**src/rtl/dmac_slave_mc.sv**
```systemverilog
// Multi-channel DMAC slave register file: per-channel control/descriptor/interrupt
// registers, descriptor push strobes, status FSMs and one combined interrupt.
module dmac_slave_ch #(
    parameter int AW = 16
) (
    input  logic          clk,
    input  logic          reset_n,
    input  logic          we,
    input  logic [3:0]    off,
    input  logic [31:0]   din,
    input  logic          op_done,
    input  logic          empty,
    input  logic          full,
    output logic [31:0]   rdata,
    output logic          irq,
    output logic          op_start,
    output logic          op_clear,
    output logic [1:0]    op_mode,
    output logic          wr_en,
    output logic [AW-1:0] src,
    output logic [AW-1:0] dst,
    output logic [AW-1:0] size
);
    localparam logic [1:0] IDLE = 2'b00, BUSY = 2'b01, DONE = 2'b10, FAULT = 2'b11;

    logic [31:0] start_q, ie_q, src_q, dst_q, size_q, mode_q;
    logic        int_q;
    logic [7:0]  cnt_q;
    logic [1:0]  state_q, state_d;
    logic        done_ev, push, push_ok, wr_start;

    assign done_ev  = op_done && (state_q == BUSY);
    assign push     = we && (off == 4'd6) && din[0];
    assign push_ok  = push && !full;
    assign wr_start = we && (off == 4'd0);

    always_ff @(posedge clk or negedge reset_n) begin
        if (!reset_n) state_q <= IDLE;
        else          state_q <= state_d;
    end

    always_comb begin
        state_d = state_q;
        if (done_ev)                state_d = DONE;
        else if (push && full)      state_d = FAULT;
        else if (wr_start && din[0]) state_d = empty ? FAULT : BUSY;
        else if (wr_start)          state_d = IDLE;
    end

    always_comb begin
        op_start = start_q[0];
        op_clear = int_q;
        op_mode  = mode_q[1:0];
        irq      = int_q & ie_q[0];
        case (off)
            4'd0:    rdata = start_q;
            4'd1:    rdata = {31'd0, int_q};
            4'd2:    rdata = ie_q;
            4'd3:    rdata = src_q;
            4'd4:    rdata = dst_q;
            4'd5:    rdata = size_q;
            4'd7:    rdata = mode_q;
            4'd8:    rdata = {30'd0, state_q};
            4'd9:    rdata = {24'd0, cnt_q};
            default: rdata = 32'd0;
        endcase
    end

    // A completion landing on the same edge as a bus write takes precedence.
    always_ff @(posedge clk or negedge reset_n) begin
        if (!reset_n) begin
            start_q <= '0; ie_q <= '0; src_q <= '0; dst_q <= '0;
            size_q <= '0; mode_q <= '0; int_q <= 1'b0; cnt_q <= '0;
        end else begin
            if (we) begin
                case (off)
                    4'd0: start_q <= din;
                    4'd1: if (din[0]) int_q <= 1'b0;
                    4'd2: ie_q   <= din;
                    4'd3: src_q  <= din;
                    4'd4: dst_q  <= din;
                    4'd5: size_q <= din;
                    4'd7: mode_q <= din;
                    default: ;
                endcase
            end
            if (done_ev) begin
                int_q      <= 1'b1;
                start_q[0] <= 1'b0;
            end
            if (push_ok) cnt_q <= cnt_q + 8'd1;
        end
    end

    always_ff @(posedge clk or negedge reset_n) begin
        if (!reset_n) begin
            wr_en <= 1'b0; src <= '0; dst <= '0; size <= '0;
        end else begin
            wr_en <= push_ok;
            src   <= push_ok ? src_q[AW-1:0]  : '0;
            dst   <= push_ok ? dst_q[AW-1:0]  : '0;
            size  <= push_ok ? size_q[AW-1:0] : '0;
        end
    end
endmodule

module dmac_slave_mc #(
    parameter int CH = 2,
    parameter int AW = 16
) (
    input  logic            clk,
    input  logic            reset_n,
    input  logic            s_sel,
    input  logic            s_wr,
    input  logic [15:0]     s_addr,
    input  logic [31:0]     s_din,
    output logic [31:0]     s_dout,
    output logic            s_interrupt,
    input  logic [CH-1:0]   op_done,
    input  logic [CH-1:0]   empty,
    input  logic [CH-1:0]   full,
    output logic [CH-1:0]   op_start,
    output logic [CH-1:0]   op_clear,
    output logic [2*CH-1:0] op_mode,
    output logic [CH-1:0]   wr_en,
    output logic [AW*CH-1:0] source_addr,
    output logic [AW*CH-1:0] dest_addr,
    output logic [AW*CH-1:0] data_size
);
    logic [3:0]              ch_idx, off;
    logic                    bus_wr, bus_rd;
    logic [CH-1:0][31:0]     rdata;
    logic [CH-1:0]           irq;
    logic [CH-1:0][1:0]      mode;
    logic [CH-1:0][AW-1:0]   src, dst, size;
    logic [31:0]             rsel;

    assign ch_idx = s_addr[7:4];
    assign off    = s_addr[3:0];
    assign bus_wr = s_sel && s_wr;
    assign bus_rd = s_sel && !s_wr;

    // Channel indices beyond CH match no instance, so such writes fall away.
    for (genvar c = 0; c < CH; c++) begin : g_ch
        dmac_slave_ch #(.AW(AW)) u_ch (
            .clk      (clk),
            .reset_n  (reset_n),
            .we       (bus_wr && (ch_idx == 4'(c))),
            .off      (off),
            .din      (s_din),
            .op_done  (op_done[c]),
            .empty    (empty[c]),
            .full     (full[c]),
            .rdata    (rdata[c]),
            .irq      (irq[c]),
            .op_start (op_start[c]),
            .op_clear (op_clear[c]),
            .op_mode  (mode[c]),
            .wr_en    (wr_en[c]),
            .src      (src[c]),
            .dst      (dst[c]),
            .size     (size[c])
        );
    end

    assign op_mode     = mode;
    assign source_addr = src;
    assign dest_addr   = dst;
    assign data_size   = size;

    always_comb begin
        rsel = 32'd0;
        for (int c = 0; c < CH; c++)
            if (ch_idx == 4'(c)) rsel = rdata[c];
    end

    always_ff @(posedge clk or negedge reset_n) begin
        if (!reset_n) begin
            s_dout      <= 32'd0;
            s_interrupt <= 1'b0;
        end else begin
            s_dout      <= bus_rd ? rsel : 32'd0;
            s_interrupt <= |irq;
        end
    end
endmodule
```
**config.mk**
```make
export PLATFORM = sky130hd
export DESIGN_NAME = dmac_slave_mc
export DESIGN_NICKNAME = d
export VERILOG_FILES = /design/src/rtl/dmac_slave_mc.sv
export SDC_FILE = /design/constraint.sdc
export NUM_CORES = 1
export LEC_CHECK = 0
export CAP_MARGIN = 25
export CORE_MARGIN = 2
export CORE_UTILIZATION = 50
export DETAILED_ROUTE_END_ITERATION = 6
export PLACE_DENSITY_LB_ADDON = 0.15
export SETUP_SLACK_MARGIN = 0.2
export SYNTH_ARGS = -nofsm -noshare
export SYNTH_HDL_FRONTEND = slang
export SYNTH_SLANG_ARGS = --single-unit
```
**constraint.sdc**
```tcl
create_clock -name clk -period 1.5 [get_ports clk]
set_input_delay 0.225 -clock clk [delete_from_list [all_inputs] [get_ports clk]]
set_output_delay 0.225 -clock clk [all_outputs]
set_load 0.01 [all_outputs]
```
Yosys cells after proc, flatten, opt, wreduce, memory -nomap -nowiden:

Index checks and enable logic that the tools add are counted.

* flip-flop bits (word level): 537
* input bits: 58
* output and inout port bits: 139
* word-level logic and storage cells: 129

* add/sub/neg operators: 2
* equal/unequal tests: 12
* mux-type cells: 33
* bitwise operators: 2
* reduce and logical (&&, ||, !) cells: 50

Operators with widths (number)
* $pmux 32 s9: 2
* $mux 16: 6
* $mux 32: 3
* $reduce_and 2->1: 14
* $mux 2: 10
* $logic_and 1x1->1: 18
* $add 8x1->8 const B: 2
* $eq 4x3->1 const B: 4
* $reduce_bool 2->1: 8
* $mux 1: 12
* $eq 4x1->1 const B: 2
* $eq 4x2->1 const B: 2
* $eq 4x4->1 const B: 2
* $logic_not 4->1: 2
* $reduce_bool 4->1: 2
* $reduce_and 3->1: 2
* $eq 2x1->1 const B: 2
* $logic_not 1->1: 3
* $and 1x1->1: 2
* $reduce_or 2->1: 1

Depth between registers and ports, before layout:

* depth after elaboration: 7
* depth in mapped cells: 9
* gate-level depth less buffers: 4

Cells and area by module:

From an unflattened synthesis, not the netlist that was laid out.

* cells, all modules: 1699
* area, all modules: 23470.0 um^2

By module, submodules not included
* dmac_slave_ch: instances 2, cells each 792, area an instance 10936.7 um^2, seq. area each 6306.0 um^2
* dmac_slave_mc: instances 1, cells each 115, area an instance 1596.5 um^2, seq. area each 825.8 um^2

Least setup slack after synthesis:

OpenSTA, ideal clock, no wires.

* path kind: input -> register
* from: input port s_addr[5]
* to: register g_ch[1].u_ch.dst_q[10]
* setup time: 0.125 ns
* arrival: 1.748 ns
* data required time: 1.375 ns
* setup slack: -0.373 ns
* stages on the path: 7
* path buffers: 3
* cell sequence: or4b_1 -> buf_4 -> nor2_4 -> and3_1 -> buf_6 -> buf_12 -> mux2_4

* word-level cells in the longest chain between the ends: 3

Ends and longest elaborated chain
* start: declaration: RTL line 115 `input logic [15:0] s_addr,`
* $eq 4x1->1: RTL line 148 `.we (bus_wr && (ch_idx == 4'(c))),`
* $logic_and 1x1->1: RTL line 148
* $reduce_and 2->1 (no line)
* end signal: assignment: RTL line 81 `4'd4: dst_q <= din;`
* end: declaration: RTL line 26 `logic [31:0] start_q, ie_q, src_q, dst_q, size_q, mode_q;`

No other way between the ends.
A chain may end at the register's enable or synchronous reset.

Worst setup path after layout:

* from: register g_ch[0].u_ch.dst_q[0]
* to: register s_dout[0]

* word-level cells in the longest chain between the ends: 4

Ends and longest elaborated chain
* start: declaration: RTL line 26
* start signal: assignment: RTL line 81
* $pmux 32 s9: RTL line 55 `case (off)`
* $mux 32 (2 in series): RTL line 174 `if (ch_idx == 4'(c)) rsel = rdata[c];`
* $mux 32: RTL line 182 `s_dout <= bus_rd ? rsel : 32'd0;`
* end signal: assignment: RTL line 182
* end: declaration: RTL line 117 `output logic [31:0] s_dout,`

No other way between the ends.

==> results by group <==
Timing
  • Unrepaired setup endpoints after global routing: yes
  • Hold Fails Final Rpt: 0
  • WHS: 0.09292 ns
  • Setup violators final: 21
  • Max frequency: 646.3 MHz
  • Final Worst Setup Slack: -0.04733 ns
  • Final Max Tran Viols: 0
  • Period utilization: 103.2%
  • Final min period: 1.547 ns
  • Worst Skew: 0.01887 ns
  • Worst-Margin Slew: 0.6893 ns
  • Max_slew headroom: 53.91%

Route
  • Initial DRC Count: 1,628
  • Post-route ant nets: 0
  • Final wirelength: 84,310 um
  • Top routing layer in use: met5
  • Vias: 18,210
  • WL met1: 33,140 um
  • Routed WL per cell: 27.98 um
  • Drt pass-1 iters: 5
  • Met2 Wirelength: 39,400 um
  • DRC errors left: 0
  • Vias per inst: 6.044
  • Met3 Wirelength: 6418 um

Floorplanning
  • Ports: 197
  • Die width: 220.9 um
  • Die H: 220.9 um
  • Initial Util: 50.62%
  • Core area: 46,460 sq um
  • Die area: 48,790 sq um
  • # rows: 79

Global routing
  • Initial antenna violation count: 1
  • First-pass GRT wire length: 120,700 um
  • Gr ovfl total: 0
  • Vias in the first global route: 18,730
  • Largest net degree at the start of global routing: 60
  • GRT Total Usage: 32.70%

Worst setup path
  • Worst setup EP type: flop
  • Setup Crit Path Kind: flop to flop
  • Worst path cell trace: nor4bb_2 > a2111oi_4 > o211ai_1 > o211a_1
  • Slowest-stage cell, CP: dfrtp_1
  • CP max stage delay: 0.40 ns
  • Crit path max fanout: 3
  • Critical path launch point type: flop
  • Worst Path Required: 2.02 ns
  • Worst Path Arrival: 2.07 ns

Clocking
  • Sink Count: 537
  • Max clock buf depth: 3
  • CTS Buf Count: 55
  • CTS H-Tree Depth: 2
  • Clock slew at reported path FFs: 0.06 ns
  • Clk_lat worst skew: 0.63 ns
  • Root buf cell: clkbuf_16
  • CTS tree: done

Power
  • Clk pwr share: 42.3%
  • Tot Pwr: 31.19 mW
  • Peak supply drop: 1001 uV
  • PD cells: 922.3 nW/um^2
  • LEAKAGE: 16.69 nW
  • Int Power: 23.58 mW
  • Comb pwr share: 9.3%
  • NetSw: 7.615 mW
  • Sw Share: 24.41%
  • Seq pwr share: 48.4%

Run status
  • Status: complete, but fails checks
  • Failing checks: negative setup slack

Yosys
  • Post-synthesis cell count: 1,865
  • Syn nets: 1,925
  • Post-synthesis area per instance: 12.61 sq um
  • Mapped cell area: 23,520 sq um
  • YS warnings: 0
  • FFs w/ async S/R, synth: 100.0%
  • Post-synth EDFFs: 0
  • Ys flop type: dfrtp_1
  • Synth unique cells: 75
  • #FFs+latches synth: 537
  • Seq/Total Area, Yosys: 57.14%

Job
  • Maxcap violations: 0

Cells and area
  • Layout cells sized above 1: 53.18%
  • Final Non-Filler Cells: 3,013
  • Commonest non-fill, non-tap cell in the layout: dfrtp_1
  • Layout area overhead: 43.81%
  • Final nets: 2,426
  • Most used cells in the layout excluding fill and tap cells: dfrtp_1, mux2_4, buf_4, nand2_1, buf_2

Place
  • Inst Count DP: 2,800
  • Final GP Congestion: 0.9137
  • Post-DP HPWL: 51,190 um
  • PortBufs: 188

Min path
  • Hold Path Class: input pin to asynchronous set/reset pin
cells by family after synthesis:
kind of cell | after synthesis | share of synthesized area (%)
compound gates | 241 | 7.491
fa+ha+maj | 2 | 0.1064
xor+xnor | 14 | 0.5214
simple gates | 491 | 11.37
flops | 537 | 57.14
buf+inv | 173 | 3.714
mux | 407 | 19.65
synth_stat cells, types with 4 or more instances:
master     count  area [sq um]
mux2_4        30         450.4
nor3_2         8         80.08
inv_1          4         15.01
nor4bb_1       5         50.05
and2_1       102         638.1
nor2b_1        7         43.79
nor4_1         5         31.28
a22o_1        37         324.1
mux2_2       292          3288
nand3b_1      12         90.09
or3b_2        20         175.2
mux2i_1       59         590.6
mux2_1        26         292.8
buf_1          6         22.52
a31oi_1        5         31.28
o22ai_1       29         181.4
o21ai_0       12         60.06
nor2_1        24         90.09
and3_1         6         37.54
clkbuf_1      88         330.3
o221ai_1      12         105.1
o311a_1        4         40.04
nand2_1      212         795.8
a221oi_1      18         157.7
a2111oi_0      4         35.03
nor3b_1        6         45.04
a211oi_1      10         75.07
dfrtp_1      537         13440
a22oi_1       45         337.8
xor2_1        13         113.9
buf_2         43         215.2
nand4_1       10         62.56
a21oi_1       40         200.2
buf_6          4         45.04
nor3_1        11         55.05
nand3_1       28         140.1
a311o_1        4         40.04
o2bb2ai_1      5         43.79
buf_4         24         180.2
registers in the layout, summed over array words and instances (netlist names):
name and flops:
g_ch.u_ch.mode_q 64, g_ch.u_ch.dst 32, g_ch.u_ch.cnt_q 16, g_ch.u_ch.ie_q 64, g_ch.u_ch.op_clear 2, g_ch.u_ch.src_q 64
g_ch.u_ch.start_q 64, g_ch.u_ch.state_q 4, g_ch.u_ch.size_q 64, g_ch.u_ch.size 32, g_ch.u_ch.wr_en 2, s_interrupt 1
s_dout 32, g_ch.u_ch.src 32, g_ch.u_ch.dst_q 64
layer usage:
layer	GRT usage, %	vias to the layer above
met5	0	-
met4	18.23	2
met3	6.082	277
met2	51.14	891
met1	43.24	9397
li1	-	7644
timing repair:
action / 4_1_cts / 5_1_grt
gates resized for setup: 714 / 290
gates cloned: 21 / 17
hold endpoints to repair: 359 / 0
pin swaps: 37 / 120
buffers inserted: 40 / 37
endpoints found under the setup margin: 675 / 660
hold buffers: 1 / 0
final timing paths:
| check | start | endpoint | slack, ns | cells past startpoint |
|---|---|---|---|---|
| max | g_ch[0].u_ch.dst_q[0]$_DFFE_PN0P_ | s_dout[0]$_DFF_PN0_ | -0.05 | 4 |
| min in group clk | s_addr[6] | s_dout[3]$_DFF_PN0_ | 0.15 | 4 |
| max reg2reg | g_ch[0].u_ch.dst_q[0]$_DFFE_PN0P_ | s_dout[0]$_DFF_PN0_ | -0.05 | 4 |
| min | reset_n | g_ch[0].u_ch.src[3]$_DFF_PN0_ | 0.09 | 2 |
| min reg2reg | g_ch[0].u_ch.start_q[13]$_DFFE_PN0N_ | g_ch[0].u_ch.start_q[13]$_DFFE_PN0N_ | 0.47 | 2 |
| max in group asynchronous | reset_n | g_ch[0].u_ch.size_q[30]$_DFFE_PN0P_ | 0.61 | 4 |
stage by stage:
step / cell area (sq um) / setup slack, ns / utilization, % / TNS, ns
after floorplan: 25300 / -0.3392 / - / -71.93
after global placement: 29530 / -0.9625 / 63.57 / -442.41
after detailed placement: 29530 / -0.9818 / 63.57 / -445.45
after CTS: 32050 / -0.01644 / 68.98 / -0.03934
after global routing: 33820 / -0.05846 / 72.79 / -1.639
final: 33820 / -0.04733 / 72.80 / -0.2343
final cells by class:
type                       count  area (sq um)
clock buffer                  75          1521
tap                          607         759.5
inverter                       4         15.01
multi-input combinational   1155         11480
clock inverter                21         171.4
timing repair buffer         613          6427
fill                        3005         12640
antenna                        1         2.502
sequential                   537         13440
critical path: cells and delay by family (launching register included):
kind / cells / cell delay, ns
AO/OA/AOI/OAI: 3 / 0.70
flip-flops: 1 / 0.40
AND/OR/NAND/NOR: 1 / 0.35
power groups by stage:
| stage | clock network (mW) | registers, mW | logic, mW |
|---|---|---|---|
| 2_1_floorplan | 0 | 15.2 | 1.20 |
| 3_3_place_gp | 0 | 15.3 | 2.50 |
| 3_5_place_dp | 0 | 15.3 | 2.54 |
| 4_1_cts | 13.3 | 15.1 | 2.70 |
| 5_1_grt | 13.9 | 15.1 | 3.04 |
| 6_report | 13.2 | 15.1 | 2.90 |
Note: power is estimated with default switching activity, not from simulation.
